[config.mk]
export PLATFORM = sky130hd
export DESIGN_NAME = bcd_stopwatch
export DESIGN_NICKNAME = d
export VERILOG_FILES = /design/src/rtl/bcd_stopwatch.sv
export SDC_FILE = /design/constraint.sdc
export NUM_CORES = 1
export LEC_CHECK = 0
export ABC_AREA = 1
export CORE_AREA = 2 2 72 57
export DETAILED_ROUTE_END_ITERATION = 10
export DIE_AREA = 0 0 74 59
export PLACE_DENSITY = 0.86
export SLEW_MARGIN = 20
export SYNTH_ARGS = -nofsm -noshare
export SYNTH_HDL_FRONTEND = slang
export SYNTH_SLANG_ARGS = --single-unit
[constraint.sdc]
create_clock -name clk -period 3.5 [get_ports clk]
set_input_delay 0.525 -clock clk [delete_from_list [all_inputs] [get_ports clk]]
set_output_delay 0.525 -clock clk [all_outputs]
set_load 0.05 [all_outputs]
[src/rtl/bcd_stopwatch.sv]
// Four-digit BCD stopwatch: prescaled tick, IDLE/RUN/PAUSE control, sticky wrap flag.
// Optional lap freeze of the displayed value is built when LAP_STOPWATCH_EN is defined.
module bcd_stopwatch #(
  parameter int unsigned TICK_CYCLES = 100000
) (
  input  logic        clk,
  input  logic        rst,
  input  logic        start_stop,
  input  logic        clear,
  input  logic        lap,
  output logic [15:0] count,
  output logic        running,
  output logic        overflow
);

  localparam int unsigned PW = $clog2(TICK_CYCLES);
  localparam logic [PW-1:0] TickMax = PW'(TICK_CYCLES - 1);

  typedef enum logic [1:0] {StIdle, StRun, StPause} state_e;

  state_e        state_q, state_d;
  logic [PW-1:0] presc_q, presc_d;
  logic [15:0]   digits_q, digits_d;
  logic          ovf_q, ovf_d;
  logic          running_q;
  logic          tick;

  function automatic logic [15:0] bcd_inc(input logic [15:0] d);
    logic [15:0] r;
    logic        c;
    r = d;
    c = 1'b1;
    for (int i = 0; i < 4; i++) begin
      if (c) begin
        if (d[4*i +: 4] == 4'd9) begin
          r[4*i +: 4] = 4'd0;
        end else begin
          r[4*i +: 4] = d[4*i +: 4] + 4'd1;
          c           = 1'b0;
        end
      end
    end
    return r;
  endfunction

  always_comb begin
    state_d  = state_q;
    presc_d  = presc_q;
    digits_d = digits_q;
    ovf_d    = ovf_q;
    tick     = 1'b0;
    unique case (state_q)
      StIdle: begin
        presc_d = '0;
        if (start_stop) state_d = StRun;
      end
      StRun: begin
        if (presc_q == TickMax) begin
          tick    = 1'b1;
          presc_d = '0;
        end else begin
          presc_d = presc_q + PW'(1);
        end
        if (start_stop) state_d = StPause;
      end
      StPause: begin
        if (start_stop) state_d = StRun;
      end
      default: state_d = StIdle;
    endcase
    if (tick) begin
      digits_d = bcd_inc(digits_q);
      if (digits_q == 16'h9999) ovf_d = 1'b1;
    end
    if (clear) begin
      state_d  = StIdle;
      presc_d  = '0;
      digits_d = '0;
      ovf_d    = 1'b0;
    end
  end

  always_ff @(posedge clk) begin
    if (rst) begin
      state_q   <= StIdle;
      presc_q   <= '0;
      digits_q  <= '0;
      ovf_q     <= 1'b0;
      running_q <= 1'b0;
    end else begin
      state_q   <= state_d;
      presc_q   <= presc_d;
      digits_q  <= digits_d;
      ovf_q     <= ovf_d;
      running_q <= (state_d == StRun);
    end
  end

  assign running  = running_q;
  assign overflow = ovf_q;

`ifdef LAP_STOPWATCH_EN
  logic        lap_active_q, lap_active_d;
  logic [15:0] lap_reg_q, lap_reg_d;

  always_comb begin
    lap_active_d = lap_active_q;
    lap_reg_d    = lap_reg_q;
    if (clear) begin
      lap_active_d = 1'b0;
    end else if (lap) begin
      if (lap_active_q) begin
        lap_active_d = 1'b0;
      end else if (state_q == StRun) begin
        lap_active_d = 1'b1;
        lap_reg_d    = digits_q;
      end
    end
  end

  always_ff @(posedge clk) begin
    if (rst) begin
      lap_active_q <= 1'b0;
      lap_reg_q    <= '0;
    end else begin
      lap_active_q <= lap_active_d;
      lap_reg_q    <= lap_reg_d;
    end
  end

  assign count = lap_active_q ? lap_reg_q : digits_q;
`else
  logic unused_lap;
  assign unused_lap = lap;
  assign count      = digits_q;
`endif

endmodule

# --- After elaboration in Yosys (flattened, before gate mapping) ---
# Cells that the tools add are included.
classes:
  add_sub_neg: 5
  eq_ne: 9
  n_mux: 20
  n_reduce_logical: 8
ops:
  columns: ["cell", "n"]
  rows:
  - ["one-hot mux 17 bit (2 select lines)", 1]
  - ["adder 17 x 1 -> 17 bit, second input constant", 1]
  - ["== test 17 bit, second input constant", 1]
  - ["2-to-1 mux 17 bit", 1]
  - ["adder 4 x 1 -> 4 bit, second input constant", 4]
  - ["== test 16 bit, second input constant", 1]
  - ["== test 4 bit, second input constant", 4]
  - ["2-to-1 mux 4 bit", 4]
  - ["2-to-1 mux 1 bit", 10]
  - ["AND reduction 2 bit", 4]
  - ["2-to-1 mux 2 bit", 3]
  - ["== test 2 x 1 -> 1 bit, second input constant", 2]
  - ["one-hot mux 2 bit (2 select lines)", 1]
  - ["OR reduction 2 bit", 2]
  - ["== test 2 bit, second input constant", 1]
  - ["zero test 2 bit", 1]
  - ["nonzero test 2 bit", 1]
totals:
  register_bits: 37
  inputBits: 5
  out_inout_bits: 18
  wordCells: 50

# --- Longest topological paths before layout ---
logic_depth:
  depth_word: 9
  ltp_mapped: 10
  mapped_depth_nobuf: 10

# --- Least setup slack after synthesis ---
# No wires, ideal clock.
synth_timing:
  kind: "register to register"
  from: "reg digits_q[0], in the netlist count[0]"
  to: "reg digits_q[15], in the netlist count[15]"
  setup_time_ns: 0.131
  arrival_time_ns: 1.630
  required_ns: 3.369
  setup_slack_ns: 1.739
  path_stages_with_launch: 8
  path_buffers: 0
  period_less_slack_ns: 1.761
  path_cell_list: "dfxtp_1 -> inv_1 -> nor3_4 -> nand2_1 -> nor2_4 -> nand2_1 -> nand2_1 -> a21oi_2"
synth_via:
  elab_chain_cells: 8
synth_rtl:
  columns: ["item", "line_no", "text"]
  rows:
  - ["from (decl)", "23", "logic [15:0] digits_q, digits_d;"]
  - ["from (signal assigned)", "93", "digits_q <= digits_d;"]
  - ["== test 4 bit", "35", "if (d[4*i +: 4] == 4'd9) begin"]
  - ["2-to-1 mux 1 bit", "35", null]
  - ["2-to-1 mux 1 bit", "71", "if (tick) begin"]
  - ["2-to-1 mux 1 bit", "34", "if (c) begin"]
  - ["2-to-1 mux 1 bit", "71", null]
  - ["2-to-1 mux 1 bit", "34", null]
  - ["2-to-1 mux 1 bit", "71", null]
  - ["AND reduction 2 bit (no line)", null, null]
# No other way between the ends. The select of a mux whose other input is x is not followed.
# A chain may end at the register's enable or synchronous reset.

# --- Final worst setup path ---
layout_timing:
  from: "reg digits_q[1], in the netlist count[1]"
  to: "out count[1]"
layout_rtl:
  columns: ["item", "line_no", "text"]
  rows:
  - ["to (decl)", "11", "output logic [15:0] count,"]
# No word-level cell between the ends.

==> results by stage <==
Synthesis:
- The biggest area contributor in the post-synthesis netlist is dfxtp_1.
- For this run, the register share of the synthesized area comes to 35.3%.
- The count of flip-flops with a built-in enable after synthesis is 0.
- The post-synthesis mux area share is 0%.
- The share of the synthesized area in the top cell type is 35.3%.
- The number of library cell types mapped by synthesis is 30.
- The xor/xnor share of the synthesized area is 3.34%.
- The largest family of logic cells by synthesized area is simple AND/OR/NAND/NOR gates.
- The synthesized netlist occupies a cell area of 2100 um^2.
- The synthesized netlist devotes 12.6% of its cell area to compound gates.
- The gate count after technology mapping is 326.
- The adder-cell share of the synthesized area is 0.596%.
- Sorting the synthesized cells by area gives the leading types as dfxtp_1 35%, nand2_1 16%, nand3_1 8.1%.
- The number of nets handed over by synthesis was 332.
- The number of synthesized register bits is 37.
- The share of synthesized registers carrying an async set or reset is 0%.
- The number of warning messages in the yosys log is 0.
- For this run, the leading register cell type out of synthesis is dfxtp_1.
- The mean post-synth cell area is 6.44 um^2.
- Of the total synthesized cell area, the portion taken by AND, OR, NAND and NOR gates is 39.2%.

STA:
- The accumulated negative setup slack is 0 ps.
- At the pin with the least slew margin, the transition time is 755 ps.
- The total count of hold-check failures in the final report was 0.
- Based on the critical path, the design can be clocked at up to 0.471 GHz.
- Between clock sinks in the finished design, the worst skew comes to 10.3 ps.
- The worst max-slew margin expressed relative to the limit is 49.5%.
- The final number of setup-violating endpoints is 0.
- The final setup slack of the worst path is 1370 ps.
- In the finished design, the share of the clock period the worst path needs comes to 60.7%.
- Setup repair after global routing left no endpoint under its margin.
- The final critical delay including setup and external delays is 2130 ps.
- The final count of pins violating max slew came to 0.

Clocking:
- TritonCTS built the clock tree.
- The clock passes through at most 2 buffers.
- The number of hold-repair buffers added at the cts stage is 0.
- The H-tree was split into 2 levels.
- At the later pin of the worst-skew pair, clock insertion delay measures 280 ps.
- The total CTS buffers is 5.
- Post-CTS repair changed the size of 0 cells.
- The number of buffers inserted to repair setup after CTS is 0.
- The clock sink total is 37.
- The clock-pin slew of the registers on the worst-case setup and hold paths is 70 ps.
- The clock root buffer master is clkbuf_8.

Worst hold path:
- The worst hold path begins at state_q[0].
- The worst hold-check path type is reg2reg.

Layout:
- The count of cells in the finished layout, fillers not included, comes to 397.
- Summing all non-filler instances in the final layout gives an area of 2410 um^2.
- 0 antenna diodes ended up in the layout.
- The multi-input combinational cells in the finished layout cover a total of 1170 um^2.
- Compared with the post-synthesis result, the final layout area differs by 14.8%.
- The fill cell total of the finished layout is 315.
- The storage element area is 741 um^2.
- The net count reported at finish is 351.
- The layout cell share with drive strength beyond 1 is 5.80%.

Run status:
- The run finished with clean final reports.

Worst setup path:
- Together, buffers and inverters on the worst path number 1.
- The startpoint of the lowest-slack register-to-register path is state_q[1].
- The worst setup path is of the reg2out kind.
- For this run, the slowest stage of the critical path takes 850 ps.
- The worst setup path is captured at an output port.
- STA classifies the critical path startpoint as a register.
- In this run the worst path has a maximum fanout of 6.
- The cell class contributing the biggest share of worst-path delay is buffers and inverters.
- On the critical path, the stage with the largest delay is an instance of clkdlybuf4s50_1.
- Data on the critical path arrives at its endpoint at 1600 ps.
- The signal on the critical path passes through clkdlybuf4s50_1.
- For the worst setup path, the data required time is 2970 ps.
- The origin of the worst setup path is count[1].

Floorplan:
- After floorplanning, the core was sized to cover 3590 um^2.
- The die is 74 um wide.
- For this configuration, the core starts out at a cell density of 58.5%.
- The die area is 4370 um^2.
- The vertical die dimension is 59 um.
- The number of I/O pins is 23.
- The number of rows created at floorplan is 19.

GRT:
- The pin count of the biggest net entering global routing is 29.
- The wire length of the first global-routing pass is 7.44 mm.
- The sum of overflow across all layers after global routing is 0.
- The number of global-route vias before repair was 1614.
- The initial antenna violation count is 0.
- In the global route stage, overall resource usage came out at 21.8%.

Detailed routing:
- The routed length per placed instance is 11.5 um.
- The number of DRC markers in iteration 0 is 217.
- The mean number of vias per cell is 5.23.
- The residual antenna-violating net count after detailed routing is 0.
- After detailed routing, the number of remaining DRC violations is 0.
- The final route contains 2075 vias.
- The routed wire length is 4.55 mm.
- The number of iterations in the first detailed-routing pass is 6.

Placement:
- The final RePlAce weighted congestion is 0.879.
- After legalization and detailed placement, the total HPWL measured 3.23 mm.
- The placed instances occupy a cell area of 2320 um^2.
- The count of input and output buffers is 21.
- The cell count after placement is 390.
- The worst setup slack before clock tree synthesis is 1290 ps.

Power and ir drop:
- In this run the static leakage power is 0.000794 uW.
- The post-layout total power is 746 uW.
- The part of the total power dissipated in combinational logic is 3.3%.
- The net switching power of the design is 160 uW.
- The worst IR drop on VDD is 0.000199 V.
- The clock share of power is 39.6%.
- The internal power summed over all cells is 586 uW.
- The net switching fraction of the power is 21.4%.
- For this design the ratio of total power to cell area is 309 nW/um^2.
- The sequential group share of total power is 57.1%.

Job:
- The max-capacitance violation count is 0.
## final timing paths
check	end	slack (ps)	depth (start not counted)
min	state_q[0]	460	1
max reg2reg	presc_q[3]	1460	5
max	count[1]	1370	1
min reg2reg	state_q[0]	460	1
## synthesized netlist by cell type (3+ instances only)
cell,instances
nand2_1,89
nor2_1,38
dfxtp_1,37
inv_1,35
nand3_1,34
a21oi_1,33
o21ai_0,10
nand4_1,7
xor2_1,6
buf_2,4
nand2_2,4
clkbuf_1,3
nor2_4,3
nor3_1,3
## routing by layer
layer | vias up | part of all wire (%) | wire [um] | GRT usage [%]
met5 | - | 0 | 0 | 0
met2 | 70 | 42 | 1930 | 31.5
met4 | 0 | 0.75 | 34 | 4.68
met3 | 4 | 7.6 | 347 | 4.59
li1 | 1086 | - | - | -
met1 | 915 | 49 | 2240 | 33.2
## cell usage in the layout, fill, tap and decap left out, drive strengths merged
cell type,netlist,final
inv,36,36
xor2,6,6
o21ai,10,10
clkinv,1,1
dfxtp,37,37
or2,1,1
nand2,93,93
clkbuf,3,7
clkdlybuf4s50,0,21
nand3,35,35
o21bai,2,2
nand4,7,7
o211ai,1,1
o211a,1,1
ha,1,1
a21oi,34,34
and2,2,2
a211oi,1,1
nor2,43,43
nor3,4,4
xnor2,2,2
## flip-flops by register name, indices dropped and copies added (netlist names)
| register | count |
|---|---|
| presc_q | 17 |
| running | 1 |
| overflow | 1 |
| count | 16 |
| state_q | 2 |
## kinds of logic after synthesis
logic type               count (synthesis)
AO/OA/AOI/OAI                           49
XOR/XNOR                                 8
adder cells (fa/ha/maj)                  1
buffers and inverters                   46
flip-flops                              37
AND/OR/NAND/NOR                        185
## through the flow
stage | util (%) | hold WS (ps)
6_report | 67.1 | 465
5_1_grt | 67.1 | 481
3_3_place_gp | 64.7 | 446
2_1_floorplan | - | 430
3_5_place_dp | 64.7 | 457
4_1_cts | 67.1 | 470
## layout make-up
| type | count | area share, % |
|---|---|---|
| Inverter | 37 | 5.76 |
| Clock buffer | 7 | 3.58 |
| Sequential cell | 37 | 30.7 |
| Tap cell | 52 | 2.70 |
| Timing Repair Buffer | 21 | 8.72 |
| Multi-Input combinational cell | 243 | 48.5 |
## power by group through the flow
| stage | combinational, uW | sequential, uW | clock, uW |
|---|---|---|---|
| after floorplan | 17.4 | 435 | 0 |
| after global placement | 24.5 | 436 | 0 |
| after detailed placement | 25.0 | 435 | 0 |
| after CTS | 25.1 | 426 | 303 |
| after global routing | 27.4 | 426 | 317 |
| final | 24.9 | 426 | 295 |
No activity file was read; power rests on OpenSTA's default activity.
